**config.mk**
```make
export PLATFORM = sky130hd
export DESIGN_NAME = fetch_unit
export DESIGN_NICKNAME = d
export VERILOG_FILES = /design/src/rtl/fetch_unit.sv
export SDC_FILE = /design/constraint.sdc
export NUM_CORES = 1
export LEC_CHECK = 0
export BUFFER_PORTS_ARGS = -buffer_cell sky130_fd_sc_hd__buf_2
export CAP_MARGIN = 40
export CORE_ASPECT_RATIO = 0.6
export CORE_MARGIN = 1.5
export CORE_UTILIZATION = 60
export CTS_CLUSTER_SIZE = 28
export DETAILED_ROUTE_END_ITERATION = 7
export PLACE_DENSITY = 0.85
export SYNTH_ARGS = -nofsm -noshare
export SYNTH_HDL_FRONTEND = slang
export SYNTH_SLANG_ARGS = --single-unit
```
**constraint.sdc**
```tcl
create_clock -name clk_i -period 11.51 [get_ports clk_i]
set_clock_uncertainty 0.05 [all_clocks]
set_input_delay 0.5755 -clock clk_i [delete_from_list [all_inputs] [get_ports clk_i]]
set_output_delay 0.5755 -clock clk_i [all_outputs]
set_load 0.05 [all_outputs]
```
**src/rtl/fetch_unit.sv**
```systemverilog
// Instruction-fetch stage: PC register, imem request/response channels and
// the IF/ID pipeline register, with a one-entry hold buffer for decode stalls.
module fetch_unit #(
    parameter logic [31:0] RESET_PC  = 32'h0000_0000,
    parameter logic [31:0] NOP_INSTR = 32'h0000_0013
) (
    input  logic        clk_i,
    input  logic        rst_i,
    input  logic        stall_fetch_i,
    input  logic        stall_decode_i,
    input  logic        flush_decode_i,
    input  logic        pc_src_ex_i,
    input  logic [31:0] pc_target_ex_i,
    output logic        imem_req_valid_o,
    input  logic        imem_req_ready_i,
    output logic [31:0] imem_req_addr_o,
    input  logic        imem_rsp_valid_i,
    input  logic [31:0] imem_rsp_data_i,
    output logic        if_id_valid_o,
    output logic [31:0] if_id_instr_o,
    output logic [31:0] if_id_pc_o,
    output logic [31:0] if_id_pc_plus4_o
);

    typedef enum logic [1:0] {
        S_REQ,
        S_WAIT,
        S_DROP
    } state_t;

    state_t      r_state;
    logic [31:0] r_pc;
    logic [31:0] r_pend_pc;
    logic        r_hold_valid;
    logic [31:0] r_hold_instr;
    logic [31:0] r_hold_pc;
    logic        r_if_id_valid;
    logic [31:0] r_if_id_instr;
    logic [31:0] r_if_id_pc;
    logic [31:0] r_if_id_pc4;

    logic w_rsp_wait;
    logic w_live;
    logic w_req_valid;
    logic w_fire;

    assign w_rsp_wait  = (r_state == S_WAIT) && imem_rsp_valid_i;
    assign w_live      = w_rsp_wait && !pc_src_ex_i;
    // Back-to-back issue is allowed only when the returning word leaves now.
    assign w_req_valid = !stall_fetch_i && !pc_src_ex_i && !r_hold_valid &&
                         ((r_state == S_REQ) ||
                          (w_rsp_wait && !stall_decode_i));
    assign w_fire      = w_req_valid && imem_req_ready_i;

    assign imem_req_valid_o = w_req_valid;
    assign imem_req_addr_o  = r_pc;
    assign if_id_valid_o    = r_if_id_valid;
    assign if_id_instr_o    = r_if_id_instr;
    assign if_id_pc_o       = r_if_id_pc;
    assign if_id_pc_plus4_o = r_if_id_pc4;

    always_ff @(posedge clk_i or posedge rst_i) begin
        if (rst_i) begin
            r_state      <= S_REQ;
            r_pc         <= RESET_PC;
            r_pend_pc    <= RESET_PC;
            r_hold_valid <= 1'b0;
            r_hold_instr <= NOP_INSTR;
            r_hold_pc    <= RESET_PC;
        end else if (pc_src_ex_i) begin
            r_pc         <= pc_target_ex_i;
            r_hold_valid <= 1'b0;
            unique case (r_state)
                S_WAIT:  r_state <= imem_rsp_valid_i ? S_REQ : S_DROP;
                S_DROP:  r_state <= imem_rsp_valid_i ? S_REQ : S_DROP;
                default: r_state <= S_REQ;
            endcase
        end else begin
            if (w_fire) begin
                r_pend_pc <= r_pc;
                r_pc      <= r_pc + 32'd4;
                r_state   <= S_WAIT;
            end else if (imem_rsp_valid_i && r_state != S_REQ) begin
                r_state <= S_REQ;
            end
            if (w_live && stall_decode_i) begin
                r_hold_valid <= 1'b1;
                r_hold_instr <= imem_rsp_data_i;
                r_hold_pc    <= r_pend_pc;
            end else if (r_hold_valid && !stall_decode_i && !flush_decode_i) begin
                r_hold_valid <= 1'b0;
            end
        end
    end

    always_ff @(posedge clk_i or posedge rst_i) begin
        if (rst_i) begin
            r_if_id_valid <= 1'b0;
            r_if_id_instr <= NOP_INSTR;
            r_if_id_pc    <= 32'd0;
            r_if_id_pc4   <= 32'd0;
        end else if (flush_decode_i) begin
            r_if_id_valid <= 1'b0;
            r_if_id_instr <= NOP_INSTR;
        end else if (!stall_decode_i) begin
            if (r_hold_valid) begin
                r_if_id_valid <= 1'b1;
                r_if_id_instr <= r_hold_instr;
                r_if_id_pc    <= r_hold_pc;
                r_if_id_pc4   <= r_hold_pc + 32'd4;
            end else if (w_live) begin
                r_if_id_valid <= 1'b1;
                r_if_id_instr <= imem_rsp_data_i;
                r_if_id_pc    <= r_pend_pc;
                r_if_id_pc4   <= r_pend_pc + 32'd4;
            end else begin
                r_if_id_valid <= 1'b0;
                r_if_id_instr <= NOP_INSTR;
            end
        end
    end

endmodule
```
==> results of run 1 <==
power groups by stage:
stage	clock network (W)	registers [W]	logic (W)
final	0.000778	0.00117	0.000793
after global routing	0.000818	0.00120	0.000845
after CTS	0.000781	0.00117	0.000795
after detailed placement	0	0.00117	0.000790
after global placement	0	0.00117	0.000765
after floorplan	0	0.00144	0.000295
state kept, by name, indices dropped and copies added, names as in the netlist:
| signal | cells |
|---|---|
| imem_req_addr_o | 32 |
| r_state | 2 |
| r_pend_pc | 32 |
| if_id_pc_plus4_o | 30 |
| if_id_instr_o | 32 |
| if_id_valid_o | 1 |
| r_hold_instr | 32 |
| r_hold_pc | 32 |
| r_hold_valid | 1 |
| if_id_pc_o | 32 |
cell type report:
class	instances	area, um^2
clock buffer	33	633.1
clock inverter	7	142.6
fill	1189	4617
inverter	14	60.06
multi-input combinational	718	4646
sequential	226	5667
tap	234	292.8
timing repair buffer	215	1164
through the flow:
step | hold slack, ns | area, um^2
after global placement | 0.4085 | 11740
after floorplan | 0.4134 | 10640
after global routing | 0.1562 | 12600
after CTS | 0.1401 | 12600
after detailed placement | 0.4138 | 11830
final | 0.1067 | 12600
per-layer routing:
layer	track usage	wire, um	up-vias
met1	0.4560	12220	4410
met2	0.4552	12330	421
met5	0	13	-
li1	-	-	4025
met4	0.06105	467	2
met3	0.05651	2360	38
path summary, 6_finish.rpt:
check                                     start              endpoint  slack (ns)  cells after the start
min reg2reg                if_id_pc_plus4_o[11]  if_id_pc_plus4_o[11]        0.43                      2
max in group asynchronous                 rst_i         r_hold_pc[18]        9.44                      5
min                                       rst_i    imem_req_addr_o[6]        0.11                      2
max                                r_hold_valid  if_id_pc_plus4_o[31]        7.83                      6
max reg2reg                        r_hold_valid  if_id_pc_plus4_o[31]        7.83                      6
min in group clk_i           pc_target_ex_i[15]   imem_req_addr_o[15]        0.23                      3
critical path: cells and delay by family (launching register included):
family | cells | cell delay (ns)
simple gates | 2 | 1.02
buf+inv | 1 | 0.78
flops | 1 | 0.69
compound gates | 2 | 0.64
mux | 1 | 0.32
synth_stat cells, types with 11 or more instances:
master	number
nand3_1	34
mux2i_1	34
buf_2	12
o211ai_1	14
nor3_1	41
nor2_1	25
nor2b_1	31
nand2_1	197
nand4_1	20
a221oi_1	30
dfrtp_1	220
xnor2_1	20
mux2_2	71
clkbuf_1	45
o21ai_0	70
o311ai_0	11
inv_1	13
cell families (layout without fill, tap and decap cells):
group           after synthesis  in the layout
simple gates                398            398
flops                       226            226
compound gates              187            187
mux                         106            106
buf+inv                      79            269
xor+xnor                     23             23
fa+ha+maj                     4              4
==> impl_results.md, run 1 <==
- Run status: completed
- Post-cts repair resize count: 0
- Fraction of registers with async set/reset: 1.000
- Top_reg_cell synth: dfrtp_1
- Antenna violations before repair: 1
- Post-placement cell count: 1407
- Skew-Pair Late Insertion Delay: 0.50 ns
- Worst slew pin tran: 0.9220 ns
- Unrepaired setup endpoints after global routing: false
- Sw frac: 0.3804
- Number of flops mapped to enable cells by yosys: 0
- Area grow syn2layout: 18.49%
- Maximum vdd drop: 159.2 uV
- RD Place Congestion: between 0.9 and 1
- Synth area leader: dfrtp_1
- Internal Power: between 0.0015 and 0.002 W
- Max FO, Critical Path: 73
- Post-CTS setup buffer count: 0
- Wire length of the first global-routing pass: about 45000 um
- Synthesized flop and latch total: 226
- Arrival time at the worst endpoint: 4.02 ns
- Routed vias: 8896
- Synth Area in Simple Gates: 0.1818
- Syn Inst Count: 1023
- CTS sink count: 226
- Post-synth cell types: 57
- TritonCTS clock tree: built
- WP data required: 11.85 ns
- Die ar.: 18560 um^2
- Hold WC Path Type: input port to async pin
- Vias per cell: between 6 and 7
- Mapped Area: 10640 um^2
- Pwr dens: 217.7 nW/um^2
- Worst setup SP type: register
- Seq/Total Area, Yosys: 0.5323
- Max-slew violation count: 0
- Peak Freq: 0.2719 GHz
- Power, Total: 0.002744 W
- Period utilisation layout: 0.3196
- Syn Nets: 1099
- H-tree levels: 1
- CTS clk-pin slew, worst paths: 0.07 ns
- Die height: 106.1 um
- CTS max path bufs: 3
- Starting density of the core: 0.6177
- Commonest non-fill, non-tap cells in the layout: dfrtp_1, buf_2, nand2_1, mux2_2, o21ai_0
- WS Path Type: register to register
- Final Hold Vio Count: 0
- Synth Area in Compound Gates: 0.1215
- Min setup slack post-route: 7.832 ns
- Antenna diodes: 0
- Vias in the first global route: 8312
- Synth top area cells: dfrtp_1, mux2_2, nand2_1, o21ai_0, mux2i_1
- Slew HR: 0.3853
- Clock period minus worst slack: 3.678 ns
- Pre-CTS setup slack: roughly 7.9 ns
- Hpwl dp: 18460 um
- Clock Power Share: 0.284
- Final core utilization: 0.7319
- Crit-path cells: buf_4 > mux2i_1 > a21oi_1 > nand4_1 > or3_1 > a221o_1
- Detailed Route Iter0 Violations: 987
- IO Count: 202
- Leakage: 6.032 nW
- CP max stage delay: slightly below 0.8 ns
- Synth Area in Adders: 0.004705
- DRC viols: 0
- Largest family of logic cells by synthesized area: simple AND/OR/NAND/NOR gates
- Layout Nets: 1273
- Final WL: around 27000 um
- Global Route Usage Sum: 0.3010
- Mapped Avg Cell Area: 10.40 um^2
- DRT antenna net count: 0
- Setup tns final: 0 ns
- Wirelength per Cell: 18.93 um
- CTS Root Cell: clkbuf_16
- CTS hold repair buffers: 0
- DR pass1 iterations: 5
- Port buffer count: 201
- Largest net degree at the start of global routing: 87
- Sw power: between 0.001 and 0.0015 W
- Comb pwr share: 0.289
- Synth Warn #: 0
- Final non-filler cell total: 1447
- Crit end category: register
- Grt total ovfl: 0
- Worst path slowest cell: buf_4
- Sequential power share: 0.427
- Commonest non-fill, non-tap cell in the layout: dfrtp_1
- Final Setup Violations: 0
- Core area: 17220 um^2
- XOR/XNOR Fraction of Synth Area: 0.01894
- Num rows: 37
- Max_cap viols: 0
- Top cell type's share of synthesized area: 0.5175
- Die span in x: 174.9 um
- CTS Buf Count: 22
- Multiplexer share of the synthesized area: 0.1082
- Layout cell share with drive strength beyond 1: 0.2795
(Power assumes the default switching activity.)
==> run 2, diff against run 1 <==
Settings changed: CORE_UTILIZATION 60 to 50, PLACE_DENSITY 0.85 to 0.76.
Clock period 11.51 ns to 3.03 ns, I/O delays scaled along.
==> impl_results.md, run 2 (synthesis results as in run 1) <==
- Port buffer count: 201 (unchanged)
- CP max stage delay: 0.65 ns (-0.13 ns)
- Vias in the first global route: 8725 (+5.0%)
- Hold WC Path Type: input port to async pin
- Slew HR: 0.5938 (+0.2085)
- WS Path Type: register to register
- Antenna diodes: 0 (unchanged)
- DRC viols: 0 (unchanged)
- Worst path slowest cell: dfrtp_4
- Peak Freq: 0.3667 GHz (+35%)
- Antenna violations before repair: 0 (-1)
- Die span in x: 191.3 um (+9.4%)
- Final Instance Area: 13530 um^2 (+7.4%)
- Period utilisation layout: 0.9000 (+0.5804)
- Max_cap viols: 0 (unchanged)
- CTS Buf Count: 22 (unchanged)
- CTS max path bufs: 3 (unchanged)
- Detailed Route Iter0 Violations: 891 (-9.7%)
- Maximum vdd drop: 599.3 uV (+280%)
- Arrival time at the worst endpoint: 3.06 ns (-0.96 ns)
- CTS sink count: 226 (unchanged)
- Commonest non-fill, non-tap cells in the layout: dfrtp_1, buf_2, nand2_1, mux2_2, o21ai_0
- Grt total ovfl: 0 (unchanged)
- Final Setup Violations: 0 (unchanged)
- Crit-path cells: nor3_1 > o211ai_1 > buf_4 > buf_4 > nand3_1 > o22ai_1 > dlygate4sd3_1
- Largest net degree at the start of global routing: 99 (+14%)
- Layout cell share with drive strength beyond 1: 0.2813 (+0.001850)
- Area of the multi-input gates: 4646 um^2 (unchanged)
- Clock period minus worst slack: 2.727 ns (-0.9515 ns)
- Unrepaired setup endpoints after global routing: false
- Pwr dens: 783.4 nW/um^2 (+260%)
- CTS Root Cell: clkbuf_16
- Run status: completed
- Final non-filler cell total: 1580 (+9.2%)
- Die height: 116.0 um (+9.3%)
- Vias per cell: 5.703 (-7.2%)
- Crit end category: register
- Die ar.: 22190 um^2 (+20%)
- Worst slew pin tran: 0.5923 ns (-0.3297 ns)
- Final WL: 29400 um (+7.4%)
- Core area: 20930 um^2 (+22%)
- DRT antenna net count: 0 (unchanged)
- Storage cell area: 5667 um^2 (unchanged)
- Layout Nets: 1361 (+6.9%)
- TritonCTS clock tree: built
- Starting density of the core: 0.5082 (-0.1094)
- Fillers: 1680 (+41%)
- Global Route Usage Sum: 0.2650 (-0.03606)
- Area grow syn2layout: 27.21%
- Worst setup SP type: register
- Wirelength per Cell: 18.61 um (-1.7%)
- WP data required: 3.36 ns (-8.49 ns)
- Hpwl dp: 19880 um (+7.7%)
- H-tree levels: 1 (unchanged)
- Num rows: 41 (+11%)
- Cell mode on critical path: buf_4
- Post-placement cell count: 1469 (+4.4%)
- Skew-Pair Late Insertion Delay: 0.51 ns (about the same)
- Wire length of the first global-routing pass: 46520 um (+4.4%)
- Leakage: 6.441 nW (+6.8%)
- RD Place Congestion: 0.9170 (-1.6%)
- Commonest non-fill, non-tap cell in the layout: dfrtp_1
- DR pass1 iterations: 5 (unchanged)
- Max-slew violation count: 0 (unchanged)
- Final Hold Vio Count: 0 (unchanged)
- Post-DP Area: 11990 um^2 (+1.4%)
- Routed vias: 9010 (+1.3%)
- IO Count: 202 (unchanged)
- CTS clk-pin slew, worst paths: 0.07 ns (about the same)
- Max FO, Critical Path: 40 (-45%)
## run 2: cell count changes in the layout (fill, tap and decap cells not counted), moves of 2 or more
cell and change:
clkbuf_1 -7, clkinv_2 +4, clkinv_4 -2, dlygate4sd3_1 +68, clkinvlp_4 +2, clkbuf_8 +4
buf_4 +20
## run 2: power breakdown
part / switching (W) / total [W] / internal, W
Combinational: 0.00214 / 0.00310 / 0.000956
Sequential: 0.000674 / 0.00445 / 0.00378
Clock: 0.00118 / 0.00305 / 0.00187
Total: 0.00400 / 0.0106 / 0.00661
## run 2: final timing paths
path | slack, ns | from | cells after the start | to
worst max-delay path | 0.30 | r_hold_valid | 7 | r_state[1]
min in group clk_i | 0.15 | imem_req_ready_i | 4 | r_pend_pc[19]
worst max register to register | 0.30 | r_hold_valid | 7 | r_state[1]
max in group asynchronous | 1.97 | rst_i | 4 | r_pend_pc[24]
worst min register to register | 0.42 | if_id_pc_o[13] | 2 | if_id_pc_o[13]
worst min-delay path | 0.10 | rst_i | 3 | if_id_pc_plus4_o[9]
## run 2: what timing repair did
| item | 4_1_cts | 5_1_grt |
|---|---|---|
| resized for setup | 0 | 0 |
| hold endpoints to repair | 179 | 0 |
| buffers inserted | 0 | 3 |
| hold buffers | 68 | 0 |
| setup endpoints to repair | 0 | 1 |
## run 2: routing by layer
| metal | vias up | GRT usage | wire (um) |
|---|---|---|---|
| met2 | 320 | 0.3944 | 13070 |
| met5 | - | 0 | 0 |
| li1 | 4201 | - | - |
| met3 | 39 | 0.05451 | 2029 |
| met4 | 0 | 0.05885 | 433 |
| met1 | 4450 | 0.3992 | 13870 |
## run 2: critical path, delay by kind of cell (launching register included)
| kind | cells | cell delay [ns] |
|---|---|---|
| buffers and inverters | 3 | 1.06 |
| AOI/OAI and AO/OA | 2 | 0.28 |
| DFF | 1 | 0.65 |
| and+or+nand+nor | 2 | 0.54 |
## run 2: final cells by class
| cell class | instances | share of cell area |
|---|---|---|
| Tap cell | 279 | 0.02580 |
| Clock inverter | 10 | 0.01128 |
| Inverter | 14 | 0.004161 |
| Sequential cell | 226 | 0.4188 |
| Timing Repair Buffer | 303 | 0.1478 |
| Clock buffer | 30 | 0.04891 |
| Multi-Input combinational cell | 718 | 0.3433 |
## run 2: metrics by stage
stage          utilization  worst slack [ns]  setup TNS (ns)  total power, W  hold slack, ns
6_report            0.6465            0.3031               0         0.01060          0.1030
5_1_grt             0.6465            0.1689               0         0.01109          0.1095
4_1_cts             0.6445           0.07381               0         0.01062          0.1049
3_5_place_dp        0.5731            0.3148               0        0.007497         0.08696
3_3_place_gp        0.5727            0.4670               0        0.007403         0.08615
2_1_floorplan            -           -0.1186          -26.09        0.006578          0.2101
